--- config.mk ---
export PLATFORM = sky130hd
export DESIGN_NAME = clk_timbase_multi_flat
export DESIGN_NICKNAME = d
export VERILOG_FILES = /design/src/rtl/clk_timbase_multi_if.sv /design/src/rtl/clk_timbase_multi.sv /design/src/flat_wrapper.sv
export SDC_FILE = /design/constraint.sdc
export NUM_CORES = 1
export LEC_CHECK = 0
export CAP_MARGIN = 40
export CORE_MARGIN = 2
export CORE_UTILIZATION = 45
export DETAILED_ROUTE_END_ITERATION = 8
export GPL_ROUTABILITY_DRIVEN = 0
export PLACE_DENSITY = 0.75
export SLEW_MARGIN = 10
export SYNTH_ARGS = -nofsm -noshare
export SYNTH_HDL_FRONTEND = slang
export SYNTH_SLANG_ARGS = --single-unit
--- constraint.sdc ---
create_clock -name clk -period 5.2 [get_ports clk]
set_clock_uncertainty 0.05 [all_clocks]
set_input_delay 1.04 -clock clk [delete_from_list [all_inputs] [get_ports clk]]
set_output_delay 1.04 -clock clk [all_outputs]
set_load 0.005 [all_outputs]
--- src/rtl/clk_timbase_multi_if.sv ---
// Bundles the per-channel control inputs and divided-clock outputs of the timer clock base.
// Pure signal container; no logic and no added latency.
// No backpressure; all signals are plain levels/pulses sampled on clk.
interface clk_timbase_multi_if #(
    parameter int NCH   = 4,
    parameter int WIDTH = 32
);
    logic [NCH-1:0]       en;
    logic [NCH-1:0]       restart;
    logic [NCH*WIDTH-1:0] prescaler;
    logic [NCH-1:0]       clk_tim;
    logic [NCH-1:0]       active;
`ifdef CLK_TIMBASE_TICK_EN
    logic [NCH-1:0]       tick;
`endif

    // Register block side: drives configuration, observes the divided clocks
    modport master (
        output en,
        output restart,
        output prescaler,
        input  clk_tim,
`ifdef CLK_TIMBASE_TICK_EN
        input  tick,
`endif
        input  active
    );

    // Clock-base side
    modport slave (
        input  en,
        input  restart,
        input  prescaler,
        output clk_tim,
`ifdef CLK_TIMBASE_TICK_EN
        output tick,
`endif
        output active
    );
endinterface

--- src/rtl/clk_timbase_multi.sv ---
// NCH-channel programmable clock base: each channel divides clk by its shadowed prescaler into clk_tim.
// Latency: clk_tim/active registered one cycle after the period counter; first high one cycle after enable.
// No backpressure; optional tick output when built with macro CLK_TIMBASE_TICK_EN.
module clk_timbase_multi #(
    parameter int NCH   = 4,
    parameter int WIDTH = 32
) (
    input  logic                  clk,
    input  logic                  rst,
    clk_timbase_multi_if.slave    bus
);

    localparam logic [WIDTH-1:0] ONE = WIDTH'(1);
    localparam logic [WIDTH-1:0] TWO = WIDTH'(2);

    // Registered per-channel state
    logic [WIDTH-1:0] cnt_q     [NCH];
    logic [WIDTH-1:0] d_act_q   [NCH];
    logic [NCH-1:0]   clk_q;
    logic [NCH-1:0]   act_q;

    // Next-state and per-channel decode
    logic [WIDTH-1:0] cnt_nxt   [NCH];
    logic [WIDTH-1:0] d_act_nxt [NCH];
    logic [WIDTH-1:0] pre_w     [NCH];
    logic [WIDTH-1:0] per_w     [NCH];
    logic [WIDTH-1:0] half_w    [NCH];
    logic [NCH-1:0]   run_w;
    logic [NCH-1:0]   wrap_w;
    logic [NCH-1:0]   load_w;
    logic [NCH-1:0]   clk_nxt;
    logic [NCH-1:0]   act_nxt;

    // Period/phase decode and next-state for every channel; a divisor of 1 runs as clk/2
    always_comb begin
        for (int i = 0; i < NCH; i++) begin
            pre_w[i]     = bus.prescaler[i*WIDTH +: WIDTH];
            per_w[i]     = (d_act_q[i] == ONE) ? TWO : d_act_q[i];
            half_w[i]    = (per_w[i] >> 1) + WIDTH'(per_w[i][0]);
            run_w[i]     = bus.en[i] && (d_act_q[i] != '0);
            wrap_w[i]    = run_w[i] && (cnt_q[i] == per_w[i] - ONE);
            // Shadow reload only at idle, restart or period boundary, so a
            // mid-period prescaler write never bends the running period
            load_w[i]    = !bus.en[i] || bus.restart[i] || wrap_w[i];
            cnt_nxt[i]   = (run_w[i] && !load_w[i]) ? cnt_q[i] + ONE : '0;
            d_act_nxt[i] = load_w[i] ? pre_w[i] : d_act_q[i];
            clk_nxt[i]   = run_w[i] && (cnt_q[i] < half_w[i]);
            act_nxt[i]   = run_w[i];
        end
    end

    // State update with asynchronous clear of every channel
    always_ff @(posedge clk or negedge rst) begin
        if (!rst) begin
            for (int i = 0; i < NCH; i++) begin
                cnt_q[i]   <= '0;
                d_act_q[i] <= '0;
            end
            clk_q <= '0;
            act_q <= '0;
        end else begin
            for (int i = 0; i < NCH; i++) begin
                cnt_q[i]   <= cnt_nxt[i];
                d_act_q[i] <= d_act_nxt[i];
            end
            clk_q <= clk_nxt;
            act_q <= act_nxt;
        end
    end

    assign bus.clk_tim = clk_q;
    assign bus.active  = act_q;

`ifdef CLK_TIMBASE_TICK_EN
    logic [NCH-1:0] tick_q;

    // One-cycle pulse coincident with each clk_tim rising transition
    always_ff @(posedge clk or negedge rst) begin
        if (!rst) begin
            tick_q <= '0;
        end else begin
            tick_q <= clk_nxt & ~clk_q;
        end
    end

    assign bus.tick = tick_q;
`endif

endmodule

--- src/flat_wrapper.sv ---
// flat-port wrapper written by rule: the top's interface ports become plain ports
module clk_timbase_multi_flat 
#(
    parameter int NCH   = 4,
    parameter int WIDTH = 32
)
  (clk, rst, bus_en, bus_restart, bus_prescaler, bus_clk_tim, bus_active);
  clk_timbase_multi_if #(.NCH(NCH), .WIDTH(WIDTH)) bus_i ();
  input  logic clk;
  input  logic rst;
  input wire logic [$bits(bus_i.en)-1:0] bus_en;
  input wire logic [$bits(bus_i.restart)-1:0] bus_restart;
  input wire logic [$bits(bus_i.prescaler)-1:0] bus_prescaler;
  output wire logic [$bits(bus_i.clk_tim)-1:0] bus_clk_tim;
  output wire logic [$bits(bus_i.active)-1:0] bus_active;
  assign bus_i.en = bus_en;
  assign bus_i.restart = bus_restart;
  assign bus_i.prescaler = bus_prescaler;
  assign bus_clk_tim = bus_i.clk_tim;
  assign bus_active = bus_i.active;
  clk_timbase_multi #(.NCH(NCH), .WIDTH(WIDTH)) u_core (.clk(clk), .rst(rst), .bus(bus_i));
endmodule
# Word level (Yosys, flattened, before mapping)
# Index checks and enable logic that the tools add are counted.
# word_totals
regBits	264
wordCells	78
# classes
n_addsub	12
reduce_logical	36
magnitude_cmp	4
muxes	8
eq_ne	8
# ops
cell	count
$mux W32	8
$add A31 B1 Y32	4
$add A32 B1 Y32 const B	4
$eq A32 B1 Y1 const B	4
$eq A32 B32 Y1	4
$lt A32 B32 Y1	4
$reduce_bool A32 Y1	4
$sub A32 B1 Y32 const B	4
$logic_and A1 B1 Y1	16
$logic_not A1 Y1	8
$logic_or A1 B1 Y1	8

# Logic depth before layout (Yosys ltp)
# depth
ltp_word	9
depth_mapped	27

# Worst setup path after synthesis
# OpenSTA, ideal clock, no wires.
# synth_timing
kind	reg2reg
from	reg u_core.d_act_q[68] in the netlist's numbering
to	reg u_core.clk_q[1], in the netlist u_core.bus.clk_tim[1]
arrival_ns	5.073
path_stages_with_launch	25
period_less_slack_ns	5.189
t_required_ns	5.084
setup_slack_ns	0.011
path_cell_list	dfrtp_1 -> buf_2 -> or4_1 -> or4_1 -> buf_2 -> or3_1 -> o21ai_0 -> inv_1 -> ha_1 -> and3_1 -> and3_1 -> nor2b_1 -> and3_1 -> and2_1 -> nor2b_1 -> xnor2_1 -> ha_1 -> a21o_1 -> a21o_1 -> a21o_1 -> a21o_1 -> a21oi_1 -> nor2b_1 -> o21ai_0 -> o311a_1
# synth_between
elab_chain_len	5
word_cells_on_any_way	7
# synth_rtl
item	line	source
start, declared	clk_timbase_multi.sv:18	logic [WIDTH-1:0] d_act_q [NCH];
start signal, assigned by index	clk_timbase_multi.sv:64	d_act_q[i] <= d_act_nxt[i];
$eq A32 B1 Y1	clk_timbase_multi.sv:38	per_w[i] = (d_act_q[i] == ONE) ? TWO : d_act_q[i];
$mux W32	clk_timbase_multi.sv:38	
$add A31 B1 Y32	clk_timbase_multi.sv:39	half_w[i] = (per_w[i] >> 1) + WIDTH'(per_w[i][0]);
$lt A32 B32 Y1	clk_timbase_multi.sv:47	clk_nxt[i] = run_w[i] && (cnt_q[i] < half_w[i]);
$logic_and A1 B1 Y1 *	clk_timbase_multi.sv:47	
named net u_core.clk_nxt[1]	clk_timbase_multi.sv:31	logic [NCH-1:0] clk_nxt;
end signal, assigned	clk_timbase_multi.sv:66	clk_q <= clk_nxt;
end, declared	clk_timbase_multi.sv:19	logic [NCH-1:0] clk_q;
# Mark *: on every way through the listed nets, which the timed path passes. The rest lies on a longest branch.
# A chain may end at the register's enable or synchronous reset.

# Final worst setup path
# layout_timing
from	reg u_core.d_act_q[73] in the netlist's numbering
to	reg u_core.d_act_q[74] in the netlist's numbering
# layout_between
elab_chain_len	6
word_cells_on_any_way	8
# layout_rtl
item	line	source
$eq A32 B1 Y1	clk_timbase_multi.sv:38	
$mux W32	clk_timbase_multi.sv:38	
$sub A32 B1 Y32	clk_timbase_multi.sv:41	wrap_w[i] = run_w[i] && (cnt_q[i] == per_w[i] - ONE);
$eq A32 B32 Y1	clk_timbase_multi.sv:41	
$logic_and A1 B1 Y1 *	clk_timbase_multi.sv:41	
$logic_or A1 B1 Y1 *	clk_timbase_multi.sv:44	load_w[i] = !bus.en[i] || bus.restart[i] || wrap_w[i];
# Mark *: on every way between the ends. The rest lies on a longest branch, timed or not.

==> impl_metrics.toml <==
[logic_synthesis]
ys_dominant_reg_cell = "dfrtp_1"
syn_area_um2 = 21400
ys_warn_count = 0
synth.net_count = 2631
ys_seq_elements = 264
synth-seq-area-share_pct = 30.9
syn_inst = 2353
synth-async-reset-ratio_pct = 100
synth_area_per_cell_um2 = 9.08
synth-edff-count = 0
synth_cell_type_count = 77

[drt]
wl_met2_mm = 27.4
totalWireLength_mm = 57.7
top_layer_used = "met4"
drt-initial-drc-count = 1299
drc = 0
wl_met3_mm = 2.91
routed-via-count = 18600
ant_nets = 0
vias_per_cell = 5.88
drtPass1Iterations = 5
wl_met1_mm = 25.5
wl_per_cell_um = 18.2

[global_routing]
grt_antenna_before_repair = 0
grt_max_degree = 121
grt_pass1_wl_mm = 95.6
grt-ovfl-total = 0
grtUsageTotal_pct = 23.1
first_global_vias = 18900

[sta]
fmax_mhz = 196
fin_crit_sh_pct = 98.2
hold_viol = 0
min_period_ns = 5.11
maxSlewViolCount = 0
slew_headroom_pct = 40.5
setup_ws_ns = 0.0923
setup_viol = 0
worstMarginPinSlew_ns = 0.893

[clock_network]
clock-sinks = 264
numCtsBuffers = 31
clockBufferDepth = 3
path_clk_slew_ns = 0.06
h-tree-depth = 1
ctsHoldBuffers = 0
cts_tree = "built"
cts_root_buf = "clkbuf_16"
clock_latency_ns = 0.58

[setup_path]
endpoint_kind = "register"
cp_cell_sequence = "or4_4 > or4_4 > or3_4 > o21ai_4 > ha_1 > inv_1 > or4_1 > o211a_1 > nand2b_1 > nor4_1 > nand4_1 > o41ai_4 > buf_12 > mux2_1"
required_ns = 5.61
worstRegToRegCells = 14
cp-start-kind = "register"
slowest_delay_ns = 0.55
cpMostUsedCell = "or4_4"
critical_path_class = "reg -> reg"
critPathSlowestCell = "or4_4"
worstPathArrival_ns = 5.51
worstPathMaxFanout = 43

[placed_design]
hpwl_mm = 43.2
portBuffers = 145
preCtsSetupSlack_ns = -0.135

[finish]
fillers = 4092
mostFrequentLayoutCell = "dfrtp_1"
register_area_um2 = 6610
nets = 2814
multi_input_area_um2 = 14200
antennaDiodeCount = 0
syn_to_final_growth_pct = 19.7
layout_common_cells = "dfrtp_1, xnor2_1, xor2_1"
drive_gt1_share_pct = 15.4
post-route-util_pct = 54.8

[worst_hold_path]
hold_class = "in -> async"

[floorplan]
initial_utilization_pct = 45.8
io_pins = 146
die_x_um = 222
die_h_um = 222
rows = 79
die_area_um2 = 49200
design.core.area_um2 = 46700

[power_and_ir_drop]
power_leakage_uw = 0.0108
power_density_nw_per_um2 = 220
vdd_ir_drop_max_mv = 0.225

[run_status]
outcome = "finished, final reports clean"

[flow_run]
maxCapViolations = 0
[cells by family (layout without fill, tap and decap cells)]
group | count (synthesis) | after routing | synth area share, %
AND/OR/NAND/NOR | 943 | 943 | 23.8
flip-flops | 264 | 264 | 30.9
XOR/XNOR | 398 | 398 | 16.3
multiplexers | 147 | 147 | 8.16
adder cells (fa/ha/maj) | 140 | 140 | 8.20
buffers and inverters | 212 | 417 | 4.08
AO/OA/AOI/OAI | 249 | 249 | 8.49
[Yosys cell counts (4+ instances only)]
| master | instances | share of area, % |
|---|---|---|
| o22ai_1 | 4 | 0.12 |
| inv_1 | 46 | 0.81 |
| a2111oi_0 | 6 | 0.25 |
| o21a_1 | 6 | 0.21 |
| buf_1 | 4 | 0.070 |
| nand3_1 | 110 | 2.6 |
| o31ai_1 | 7 | 0.25 |
| nand4_1 | 86 | 2.5 |
| nor4_1 | 58 | 1.7 |
| mux2_4 | 28 | 2.0 |
| ha_1 | 140 | 8.2 |
| a311oi_1 | 4 | 0.16 |
| mux2i_1 | 14 | 0.66 |
| or3_1 | 23 | 0.67 |
| a211oi_1 | 9 | 0.32 |
| mux2_2 | 69 | 3.6 |
| nand2_1 | 136 | 2.4 |
| nor3_1 | 149 | 3.5 |
| clkbuf_1 | 139 | 2.4 |
| a21oi_1 | 43 | 1.0 |
| nor4b_1 | 5 | 0.21 |
| o211ai_1 | 5 | 0.18 |
| or4_1 | 24 | 0.84 |
| buf_6 | 7 | 0.37 |
| and3_1 | 90 | 2.6 |
| nand4b_1 | 4 | 0.16 |
| a21o_1 | 56 | 2.0 |
| buf_2 | 14 | 0.33 |
| o21ai_0 | 44 | 1.0 |
| or2_2 | 11 | 0.32 |
| a221oi_1 | 5 | 0.21 |
| nor2b_1 | 28 | 0.82 |
| nand2b_1 | 21 | 0.62 |
| xnor2_1 | 208 | 8.5 |
| and4_1 | 17 | 0.70 |
| a31oi_1 | 12 | 0.35 |
| nor2_1 | 131 | 2.3 |
| mux2_1 | 36 | 1.9 |
| dfrtp_1 | 264 | 31 |
| nand3b_1 | 7 | 0.25 |
| and2_1 | 10 | 0.29 |
| o2111ai_1 | 7 | 0.29 |
| o31a_1 | 5 | 0.21 |
| xor2_1 | 190 | 7.8 |
| nor3b_1 | 19 | 0.67 |
[worst paths after layout]
check                                   start                 end  slack, ns
max                        u_core.d_act_q[73]  u_core.d_act_q[74]       0.09
min                                       rst  u_core.d_act_q[61]       0.42
max reg2reg                u_core.d_act_q[73]  u_core.d_act_q[74]       0.09
min reg2reg                   u_core.cnt_q[0]     u_core.cnt_q[0]       0.55
max in group asynchronous                 rst    u_core.cnt_q[98]       3.51
min in group clk              u_core.cnt_q[0]     u_core.cnt_q[0]       0.55
[metrics by stage]
stage | power (uW) | setup TNS [ns] | std cells | cell area [um2] | hold WS (ns)
after global placement | 3330 | 0 | 3102 | 24200 | 0.522
after global routing | 5880 | -0.0662 | 3165 | 25600 | 0.479
final | 5620 | 0 | 3165 | 25600 | 0.421
after floorplan | 2930 | 0 | 2353 | 21400 | 0.462
after CTS | 5660 | 0 | 3158 | 25200 | 0.447
after detailed placement | 3370 | -0.228 | 3103 | 24200 | 0.534
[repair_timing]
action | CTS | global route
setup buffers | 0 | 8
setup endpoints to repair | 2 | 105
pin swaps | 0 | 18
cloned | 0 | 0
resized for setup | 7 | 63
[flip-flops by register name, summed over array words and instances (netlist names)]
register            flops
u_core.cnt_q          128
u_core.d_act_q        128
u_core.bus.active       4
u_core.bus.clk_tim      4
[final cells by class]
class                   instances  area share (%)
clock inverters                10           0.602
multi-input cells            1877            55.5
well taps                     607            2.97
clock buffers                  45            3.51
inverters                      46           0.675
repair buffers                316            10.9
flip-flops and latches        264            25.8
[per-layer routing]
layer / vias to the layer above / global-route usage (%)
li1: 8806 / -
met1: 9094 / 30.7
met2: 584 / 39.3
met3: 127 / 2.64
met4: 0 / 7.30
met5: - / 0
[report_power, final]
group	internal (uW)	leakage, uW	total [uW]	switching [uW]
Clock	1380	0.000521	2240	862
Combinational	544	0.00690	1140	600
Sequential	2150	0.00337	2230	89.4
[critical path, delay by kind of cell (launching register included)]
family | cells | cell delay (ns)
simple gates | 7 | 2.81
compound gates | 3 | 0.63
flops | 1 | 0.38
buf+inv | 2 | 0.38
mux | 1 | 0.37
fa+ha+maj | 1 | 0.33
Power figures use the tool's default switching activity.
